$ cat src/rtl/sram_arbiter_pkg.sv
// Shared types and constants for the two-port SRAM arbiter.
// Byte-enable encodings and owner/state enums used by the top and the grant picker.
`timescale 1ns/1ps
package sram_arbiter_pkg;

  typedef enum logic [1:0] {
    IDLE   = 2'd0,
    ACCESS = 2'd1,
    RESP   = 2'd2
  } state_t;

  typedef enum logic {
    P0 = 1'b0,
    P1 = 1'b1
  } owner_t;

  localparam logic [3:0] BE_READ = 4'b0000;
  localparam logic [3:0] BE_WORD = 4'b1111;

endpackage

$ cat src/rtl/sram_arbiter_arb2_pick.sv
// Two-input grant picker. With ARB_ROUND_ROBIN_EN the prio input selects the favoured
// port; without it port 1 always wins and the prio input does not exist.
`timescale 1ns/1ps
module arb2_pick
  import sram_arbiter_pkg::*;
(
  input  logic [1:0] req,
`ifdef ARB_ROUND_ROBIN_EN
  input  owner_t     prio,
`endif
  output logic [1:0] gnt
);

  always_comb begin
    gnt = 2'b00;
`ifdef ARB_ROUND_ROBIN_EN
    if (prio == P0) begin
      gnt = req[0] ? 2'b01 : (req[1] ? 2'b10 : 2'b00);
    end else begin
      gnt = req[1] ? 2'b10 : (req[0] ? 2'b01 : 2'b00);
    end
`else
    gnt = req[1] ? 2'b10 : (req[0] ? 2'b01 : 2'b00);
`endif
  end

endmodule

$ cat src/rtl/sram_arbiter.sv
// Shares one single-port SRAM between instruction fetch (port 0) and load/store (port 1).
// Define ARB_ROUND_ROBIN_EN for round-robin arbitration; default is fixed priority to port 1.
`timescale 1ns/1ps
module sram_arbiter
  import sram_arbiter_pkg::*;
#(
  parameter int ADDR_W      = 14,
  parameter int DATA_W      = 32,
  parameter int WAIT_CYCLES = 1
) (
  input  logic                clk,
  input  logic                rst,
  input  logic                p0_req,
  input  logic [DATA_W/8-1:0] p0_we,
  input  logic [ADDR_W-1:0]   p0_addr,
  input  logic [DATA_W-1:0]   p0_wdata,
  output logic                p0_gnt,
  output logic                p0_done,
  output logic [DATA_W-1:0]   p0_rdata,
  input  logic                p1_req,
  input  logic [DATA_W/8-1:0] p1_we,
  input  logic [ADDR_W-1:0]   p1_addr,
  input  logic [DATA_W-1:0]   p1_wdata,
  output logic                p1_gnt,
  output logic                p1_done,
  output logic [DATA_W-1:0]   p1_rdata,
  output logic [ADDR_W-1:0]   sram_addr,
  output logic                sram_read,
  output logic [DATA_W/8-1:0] sram_write,
  output logic [DATA_W-1:0]   sram_di,
  input  logic [DATA_W-1:0]   sram_do
);

  localparam int BE_W  = DATA_W / 8;
  localparam int CNT_W = (WAIT_CYCLES < 1) ? 1 : $clog2(WAIT_CYCLES + 1);
  localparam logic [CNT_W-1:0] CNT_LAST = CNT_W'(WAIT_CYCLES - 1);

  generate
    if (WAIT_CYCLES < 1 || WAIT_CYCLES > 15) begin : g_bad_wait
      $error("sram_arbiter: WAIT_CYCLES must be in 1..15");
    end
  endgenerate

  state_t              state_q, state_d;
  owner_t              owner_q, owner_d;
  logic [BE_W-1:0]     we_q, we_d;
  logic [ADDR_W-1:0]   addr_q, addr_d;
  logic [DATA_W-1:0]   wdata_q, wdata_d;
  logic [CNT_W-1:0]    cnt_q, cnt_d;
  logic [DATA_W-1:0]   p0_rdata_q, p0_rdata_d;
  logic [DATA_W-1:0]   p1_rdata_q, p1_rdata_d;
  logic [1:0]          pick;
  logic [1:0]          gnt_v;
`ifdef ARB_ROUND_ROBIN_EN
  owner_t              ptr_q, ptr_d;
`endif

  arb2_pick u_pick (
    .req  ({p1_req, p0_req}),
`ifdef ARB_ROUND_ROBIN_EN
    .prio (ptr_q),
`endif
    .gnt  (pick)
  );

  // Grant is suppressed while reset is held: an acknowledged request would otherwise be lost.
  assign gnt_v = (state_q == IDLE && rst) ? pick : 2'b00;

  always_comb begin
    state_d    = state_q;
    owner_d    = owner_q;
    we_d       = we_q;
    addr_d     = addr_q;
    wdata_d    = wdata_q;
    cnt_d      = cnt_q;
    p0_rdata_d = p0_rdata_q;
    p1_rdata_d = p1_rdata_q;
`ifdef ARB_ROUND_ROBIN_EN
    ptr_d      = ptr_q;
`endif
    unique case (state_q)
      IDLE: begin
        if (gnt_v != 2'b00) begin
          owner_d = gnt_v[1] ? P1 : P0;
          we_d    = gnt_v[1] ? p1_we    : p0_we;
          addr_d  = gnt_v[1] ? p1_addr  : p0_addr;
          wdata_d = gnt_v[1] ? p1_wdata : p0_wdata;
          cnt_d   = '0;
          state_d = ACCESS;
`ifdef ARB_ROUND_ROBIN_EN
          ptr_d   = gnt_v[1] ? P0 : P1;
`endif
        end
      end
      ACCESS: begin
        cnt_d = cnt_q + 1'b1;
        if (cnt_q == CNT_LAST) begin
          if (we_q == '0) begin
            if (owner_q == P0) p0_rdata_d = sram_do;
            else               p1_rdata_d = sram_do;
          end
          state_d = RESP;
        end
      end
      RESP:    state_d = IDLE;
      default: state_d = IDLE;
    endcase
  end

  always_ff @(posedge clk or negedge rst) begin
    if (!rst) begin
      state_q    <= IDLE;
      owner_q    <= P0;
      we_q       <= '0;
      addr_q     <= '0;
      wdata_q    <= '0;
      cnt_q      <= '0;
      p0_rdata_q <= '0;
      p1_rdata_q <= '0;
`ifdef ARB_ROUND_ROBIN_EN
      ptr_q      <= P0;
`endif
    end else begin
      state_q    <= state_d;
      owner_q    <= owner_d;
      we_q       <= we_d;
      addr_q     <= addr_d;
      wdata_q    <= wdata_d;
      cnt_q      <= cnt_d;
      p0_rdata_q <= p0_rdata_d;
      p1_rdata_q <= p1_rdata_d;
`ifdef ARB_ROUND_ROBIN_EN
      ptr_q      <= ptr_d;
`endif
    end
  end

  assign p0_gnt     = gnt_v[0];
  assign p1_gnt     = gnt_v[1];
  assign p0_done    = (state_q == RESP) && (owner_q == P0);
  assign p1_done    = (state_q == RESP) && (owner_q == P1);
  assign p0_rdata   = p0_rdata_q;
  assign p1_rdata   = p1_rdata_q;
  assign sram_addr  = addr_q;
  assign sram_di    = wdata_q;
  assign sram_read  = (state_q == ACCESS) && (we_q == '0);
  assign sram_write = (state_q == ACCESS) ? we_q : '0;

endmodule

$ cat config.mk
export PLATFORM = sky130hd
export DESIGN_NAME = sram_arbiter
export DESIGN_NICKNAME = d
export VERILOG_FILES = /design/src/rtl/sram_arbiter_pkg.sv /design/src/rtl/sram_arbiter_arb2_pick.sv /design/src/rtl/sram_arbiter.sv
export SDC_FILE = /design/constraint.sdc
export NUM_CORES = 1
export LEC_CHECK = 0
export ABC_AREA = 1
export ABC_CLOCK_PERIOD_IN_PS = 2200
export BUFFER_PORTS_ARGS = -buffer_cell sky130_fd_sc_hd__buf_2
export CAP_MARGIN = 20
export CORE_UTILIZATION = 51
export CTS_CLUSTER_DIAMETER = 60
export DETAILED_ROUTE_END_ITERATION = 10
export MAX_ROUTING_LAYER = met4
export PLACE_DENSITY_LB_ADDON = 0.1
export SYNTH_ARGS = -nofsm -noshare
export SYNTH_HDL_FRONTEND = slang
export SYNTH_SLANG_ARGS = --single-unit
$ cat constraint.sdc
create_clock -name clk -period 2.2 [get_ports clk]
set_input_delay 0.55 -clock clk [delete_from_list [all_inputs] [get_ports clk]]
set_output_delay 0.55 -clock clk [all_outputs]
set_load 0.01 [all_outputs]
==> flow_summary_export.csv, run 1 <==
group,metric,value,unit
power,p_leak,0.004609,µW
sta,fmax,482.0,MHz
cts,htreeDepth,4,
critical_path,worstPathArrival,1.52,ns
layout,finalNonFillerCells,1138,
synth,ys_seq_area_share,52.76,%
sta,finalCriticalPeriod,2.075,ns
floorplanning,fp-row-count,37,
synth,yosys.cell_types.count,17,
power,p_per_area,1407,mW/mm²
critical_path,end_kind,"output port",
global_route,grt_overflow_total,0,
cts,numClockSinks,118,
sta,timing.slew.headroom,41.68,%
floorplanning,die_h,106.8,µm
floorplanning,die-width,106.8,µm
cts,cts.clk_slew.worst_paths,0.06,ns
cts,cts_tree,"done",
placement,finalWeightedCongestion,0.8015,
detailed_routing,vias_per_cell,4.980,
floorplanning,coreArea,0.01046,mm²
sta,grt_setup_unrepaired,"false",
cts,cts.path.max_buffers,2,
critical_path,start_kind,"flop",
detailed_routing,vias,5667,
sta,hold_viol_final,0,
critical_path,cp_max_fo,5,
job,maxCapViolCount,0,
sta,final.setup.worst_slack,0.1251,ns
detailed_routing,routed_wl,15840,µm
global_route,grt_usage,28.92,%
power,power,10630,µW
floorplanning,design.die.area,0.01140,mm²
layout,layout-drive-gt1-share,31.07,%
layout,syn2layout_area_growth,35.05,%
power,ir_drop,0.7384,mV
critical_path,ff2ff_setup_slack,0.50,ns
layout,final_common_cell,"nand2_1",
layout,fillers,937,
sta,fin_tns_setup,0,ns
cts,cts_hold_buf,0,
synth,synth_seq_cells,118,
synth,syn_area,0.005597,mm²
sta,setup_viol,0,
detailed_routing,drt-pass1-iter-count,7,
floorplanning,start_util,53.49,%
placement,dp_hpwl,10660,µm
sta,slew_viol_final,0,
layout,layout_common_cells,"nand2_1 (314), buf_2 (253), dfrtp_1 (118)",
placement,io_buffers,254,
layout,seqCellArea,0.002953,mm²
placement,pre_cts_slack,0.3873,ns
synth,avgSynthCellArea,7.512,µm²
synth,syn_nets,881,
synth,synthesis.instances,745,
global_route,grt_first_pass_wirelength,24930,µm
sta,clock_skew,0.009007,ns
floorplanning,ios,255,
synth,yosys_warnings,0,
cts,cts-buffers-inserted,17,
detailed_routing,drcViolationCount,0,
critical_path,path_class,"reg2out",
critical_path,required,1.65,ns
layout,multi_input_area,0.002032,mm²
sta,worst_pin_slew,0.8735,ns
outcome,status,"complete, no violations",
cts,insertion_delay,0.51,ns
global_route,antenna_found_initial,1,
detailed_routing,drtAntennaViolNets,0,
min_path,hold_path_class,"in2async",
detailed_routing,routedWlPerCell,13.92,µm
global_route,grt_pass1_vias,5153,
detailed_routing,dr.first_iter.drc_count,467,
layout,fin_nets,1125,
sta,fin_hold_ws,0.1208,ns
cts,cts-root-buf,"clkbuf_8",
sta,fin_crit_sh,94.31,%
placement,dp.cells,1104,
global_route,grt_max_degree,124,
logic make-up (layout without fill, tap and decap cells):
logic type             Yosys count  after routing  synth area share, %
AND/OR/NAND/NOR                466            466                35.90
flip-flops                     118            118                52.76
AO/OA/AOI/OAI                    3              3               0.3129
other                            0              1                    0
buffers and inverters          158            414                11.02
critical path: stages, from the launching register on:
cell and delay [ns]:
dfrtp_1 0.44, nor2_4 0.16, nand3_1 0.13, nor2_1 0.13, buf_2 0.15
through the flow:
stage	utilization [%]	instance area (µm²)
5_1_grt	72.24	7559
4_1_cts	72.22	7556
3_5_place_dp	66.73	6982
6_report	72.24	7559
3_3_place_gp	66.73	6982
2_1_floorplan	-	5597
layout make-up:
cell class,count,share of cell area (%)
flip-flops and latches,118,39.07
multi-input cells,469,26.88
repair buffers,272,18.85
clock buffers,18,5.661
inverters,111,5.512
well taps,136,2.251
clock inverters,13,1.738
diodes,1,0.03311
where the power goes:
group / leakage (µW) / internal, µW / switching, µW / total (µW)
sequential: 0.00141 / 3260 / 597 / 3860
clock: 0.000276 / 1630 / 981 / 2610
combinational: 0.00293 / 1560 / 2600 / 4170
total: 0.00461 / 6450 / 4180 / 10600
worst paths after layout:
kind	start	endpoint	cells after the start
min in group clk	sram_do[10]	p0_rdata[10]	3
hold / removal	rst	sram_di[25]	2
setup reg to reg	state_q[0]	sram_di[3]	6
max in group asynchronous	rst	sram_di[12]	2
hold reg to reg	p0_rdata[18]	p0_rdata[18]	2
setup / recovery	state_q[0]	p0_gnt	4
what timing repair did:
item / in CTS / in global routing
setup buffers: 2 / 0
resized for setup: 0 / 0
endpoints found under the setup margin: 2 / 0
cell usage after synthesis (all sizes together):
master | n | area (µm²)
clkbuf | 20 | 75.07
dfrtp | 118 | 2953
nor3 | 2 | 10.01
nand2 | 316 | 1191
nand3 | 86 | 435.4
o21bai | 1 | 7.510
inv | 111 | 416.7
buf | 27 | 125.1
nor2 | 12 | 60.06
nand4 | 50 | 312.8
o21ai | 2 | 10.00
flip-flops by register name, summed over array words and instances, names as in the netlist:
signal,cells
owner_q,1
we_q,4
sram_addr,14
p0_rdata,32
sram_di,32
cnt_q,1
state_q,2
p1_rdata,32
metal layers:
layer	share of wire (%)	vias up	GRT usage [%]	wire length (µm)
li1	-	2783	-	-
met1	41	2590	35.87	6539
met2	48	259	46.54	7674
met3	7.5	35	6.140	1195
met4	2.7	0	11.35	427
met5	0	-	-	0
(Power assumes the default switching activity.)
==> run 2, diff against run 1 <==
--- a/config.mk
+++ b/config.mk
@@ -9,9 +9,11 @@
 export ABC_CLOCK_PERIOD_IN_PS = 2200
 export BUFFER_PORTS_ARGS = -buffer_cell sky130_fd_sc_hd__buf_2
 export CAP_MARGIN = 20
-export CORE_UTILIZATION = 51
+export CORE_UTILIZATION = 45
 export CTS_CLUSTER_DIAMETER = 60
 export DETAILED_ROUTE_END_ITERATION = 10
+export GPL_TIMING_DRIVEN = 0
+export HOLD_SLACK_MARGIN = 0.02
 export MAX_ROUTING_LAYER = met4
 export PLACE_DENSITY_LB_ADDON = 0.1
 export SYNTH_ARGS = -nofsm -noshare
==> run 2 against run 1 <==
Worst setup slack worse by 0.012 ns. First-iteration DRC count fell by 29%. Core utilization down 6.5 points. Via count increased by 0.94%. Sequential share of layout area shrank 1.8 points. Non-clock buffer count up 38. Sequential power barely moved. Critical path type unchanged. Largest power group unchanged.
==> flow_summary_export.csv, run 2 (same netlist as run 1, synthesis figures left out) <==
group,metric,value,unit
power,internal_power,6740,µW
critical_path,crit_path_end,"p0_gnt",
cts,cts-buffers-inserted,17,
cts,cts.clk_slew.worst_paths,0.05,ns
layout,fin_area,0.007935,mm²
global_route,grt_first_pass_wirelength,26820,µm
layout,layout-drive-gt1-share,30.96,%
global_route,antenna_found_initial,0,
power,p_per_area,1381,mW/mm²
layout,finalNonFillerCells,1208,
critical_path,r2r_end,"sram_di[25]",
cts,insertion_delay,0.41,ns
sta,hold_viol_final,0,
cts,cts-root-buf,"clkbuf_16",
floorplanning,die_h,113.5,µm
sta,fmax,479.2,MHz
power,p_leak,0.004773,µW
placement,pre_cts_slack,-0.7938,ns
floorplanning,start_util,46.40,%
critical_path,rr_worst_depth,7,
detailed_routing,drt-pass1-iter-count,4,
placement,dpl_cell_area,0.007107,mm²
global_route,grt_max_degree,44,
job,maxCapViolCount,0,
cts,numClockSinks,118,
power,switching_share,38.50,%
floorplanning,fp-row-count,40,
sta,grt_setup_unrepaired,"true",
detailed_routing,vias_per_cell,4.735,
cts,cts_tree,"done",
sta,fin_hold_ws,0.06652,ns
sta,timing.slew.headroom,52.98,%
critical_path,r2r_start,"state_q[0]",
sta,setup_viol,0,
critical_path,cp_slowest_cell,"dfrtp_2",
floorplanning,die-width,113.5,µm
layout,syn2layout_area_growth,41.78,%
floorplanning,coreArea,0.01206,mm²
power,switching_power,4219,µW
critical_path,end_kind,"output port",
critical_path,cp-startpoint,"state_q[0]",
detailed_routing,routedWlPerCell,13.74,µm
power,ir_drop,0.6541,mV
critical_path,start_kind,"flop",
layout,layout_common_cells,"nand2_1 (314), buf_2 (270), dfrtp_1 (117)",
placement,dp_hpwl,11910,µm
cts,htreeDepth,4,
layout,final_common_cell,"nand2_1",
critical_path,worstPathArrival,1.54,ns
detailed_routing,drtAntennaViolNets,0,
power,power_frac_comb,38.9,%
placement,finalWeightedCongestion,0.8363,
detailed_routing,drcViolationCount,0,
power,pwr-share-clk,25.9,%
sta,finalCriticalPeriod,2.087,ns
sta,slew_viol_final,0,
global_route,grt_pass1_vias,5449,
critical_path,cp_max_fo,5,
layout,fin_nets,1163,
cts,cts.path.max_buffers,2,
power,seqPwrFrac,35.2,%
layout,fin_util,65.79,%
critical_path,ff2ff_setup_slack,0.46,ns
outcome,status,"complete, no violations",
detailed_routing,vias,5720,
floorplanning,design.die.area,0.01289,mm²
layout,antenna_cells,0,
floorplanning,ios,255,
min_path,hold_path_class,"in2async",
detailed_routing,routed_wl,16590,µm
global_route,grt_overflow_total,0,
sta,fin_crit_sh,94.86,%
placement,io_buffers,253,
sta,worst_pin_slew,0.7029,ns
critical_path,required,1.65,ns
sta,clock_skew,0.01070,ns
sta,final.setup.worst_slack,0.1132,ns
placement,dp.cells,1167,
global_route,grt_usage,27.66,%
detailed_routing,dr.first_iter.drc_count,330,
critical_path,path_cells,"nor2_4 > buf_4 > nand3_1 > nor2_1 > buf_2",
critical_path,max_stage_delay,0.45,ns
critical_path,path_class,"reg2out",
-- run 2: per-layer routing --
metal	GRT usage (%)	share of wire, %	vias to the layer above
met5	-	0	-
met3	6.642	7.3	23
met4	8.684	1.5	0
li1	-	-	2869
met2	44.96	48	214
met1	34.15	43	2614
-- run 2: cell type report --
type                       instances  area, µm²
inverter                         111      416.7
fill                            1120       4126
sequential                       118       2954
timing repair buffer             263       1486
tap                              168      210.2
clock buffer                      20      456.7
clock inverter                    12      152.6
multi-input combinational        469       2039
buffer                            47      219.0
-- run 2: power groups by stage --
stage / Sequential, µW / Clock [µW] / Combinational, µW
after detailed placement: 3850 / 0 / 4180
after global placement: 3840 / 0 / 4100
after floorplan: 4340 / 0 / 1830
after CTS: 3850 / 2870 / 4280
final: 3860 / 2840 / 4260
after global routing: 3990 / 3000 / 4770
-- run 2: critical path: cells and delay by family (launching register included) --
family                 cells  cell delay [ns]
buffers and inverters      2             0.30
and+or+nand+nor            3             0.37
DFF                        1             0.45
-- run 2: worst min-delay path by stage --
stage / start / end / slack, ns / cells after the start
floorplan: rst / cnt_q / 0.25 / 0
global placement: p0_rdata[27] / p0_rdata[27] / 0.45 / 2
detailed placement: rst / p0_rdata[9] / 0.45 / 1
CTS: rst / we_q[1] / 0.06 / 2
global route: rst / p1_rdata[21] / 0.06 / 2
finish: rst / sram_addr[8] / 0.07 / 2
-- run 2: through the flow --
| step | TNS [ns] | power, µW |
|---|---|---|
| final | 0 | 10960 |
| after detailed placement | -25.74 | 8024 |
| after CTS | 0 | 10990 |
| after global placement | -209.46 | 7937 |
| after floorplan | 0 | 6171 |
| after global routing | -0.007148 | 11750 |
-- run 2: what timing repair did --
action                                  in CTS  in global routing
cloned                                       4                  0
resized for setup                           10                  5
hold endpoints to repair                    15                  0
pin swaps                                    2                  3
hold buffers                                 1                  0
setup buffers                                2                  2
endpoints found under the setup margin      52                  3
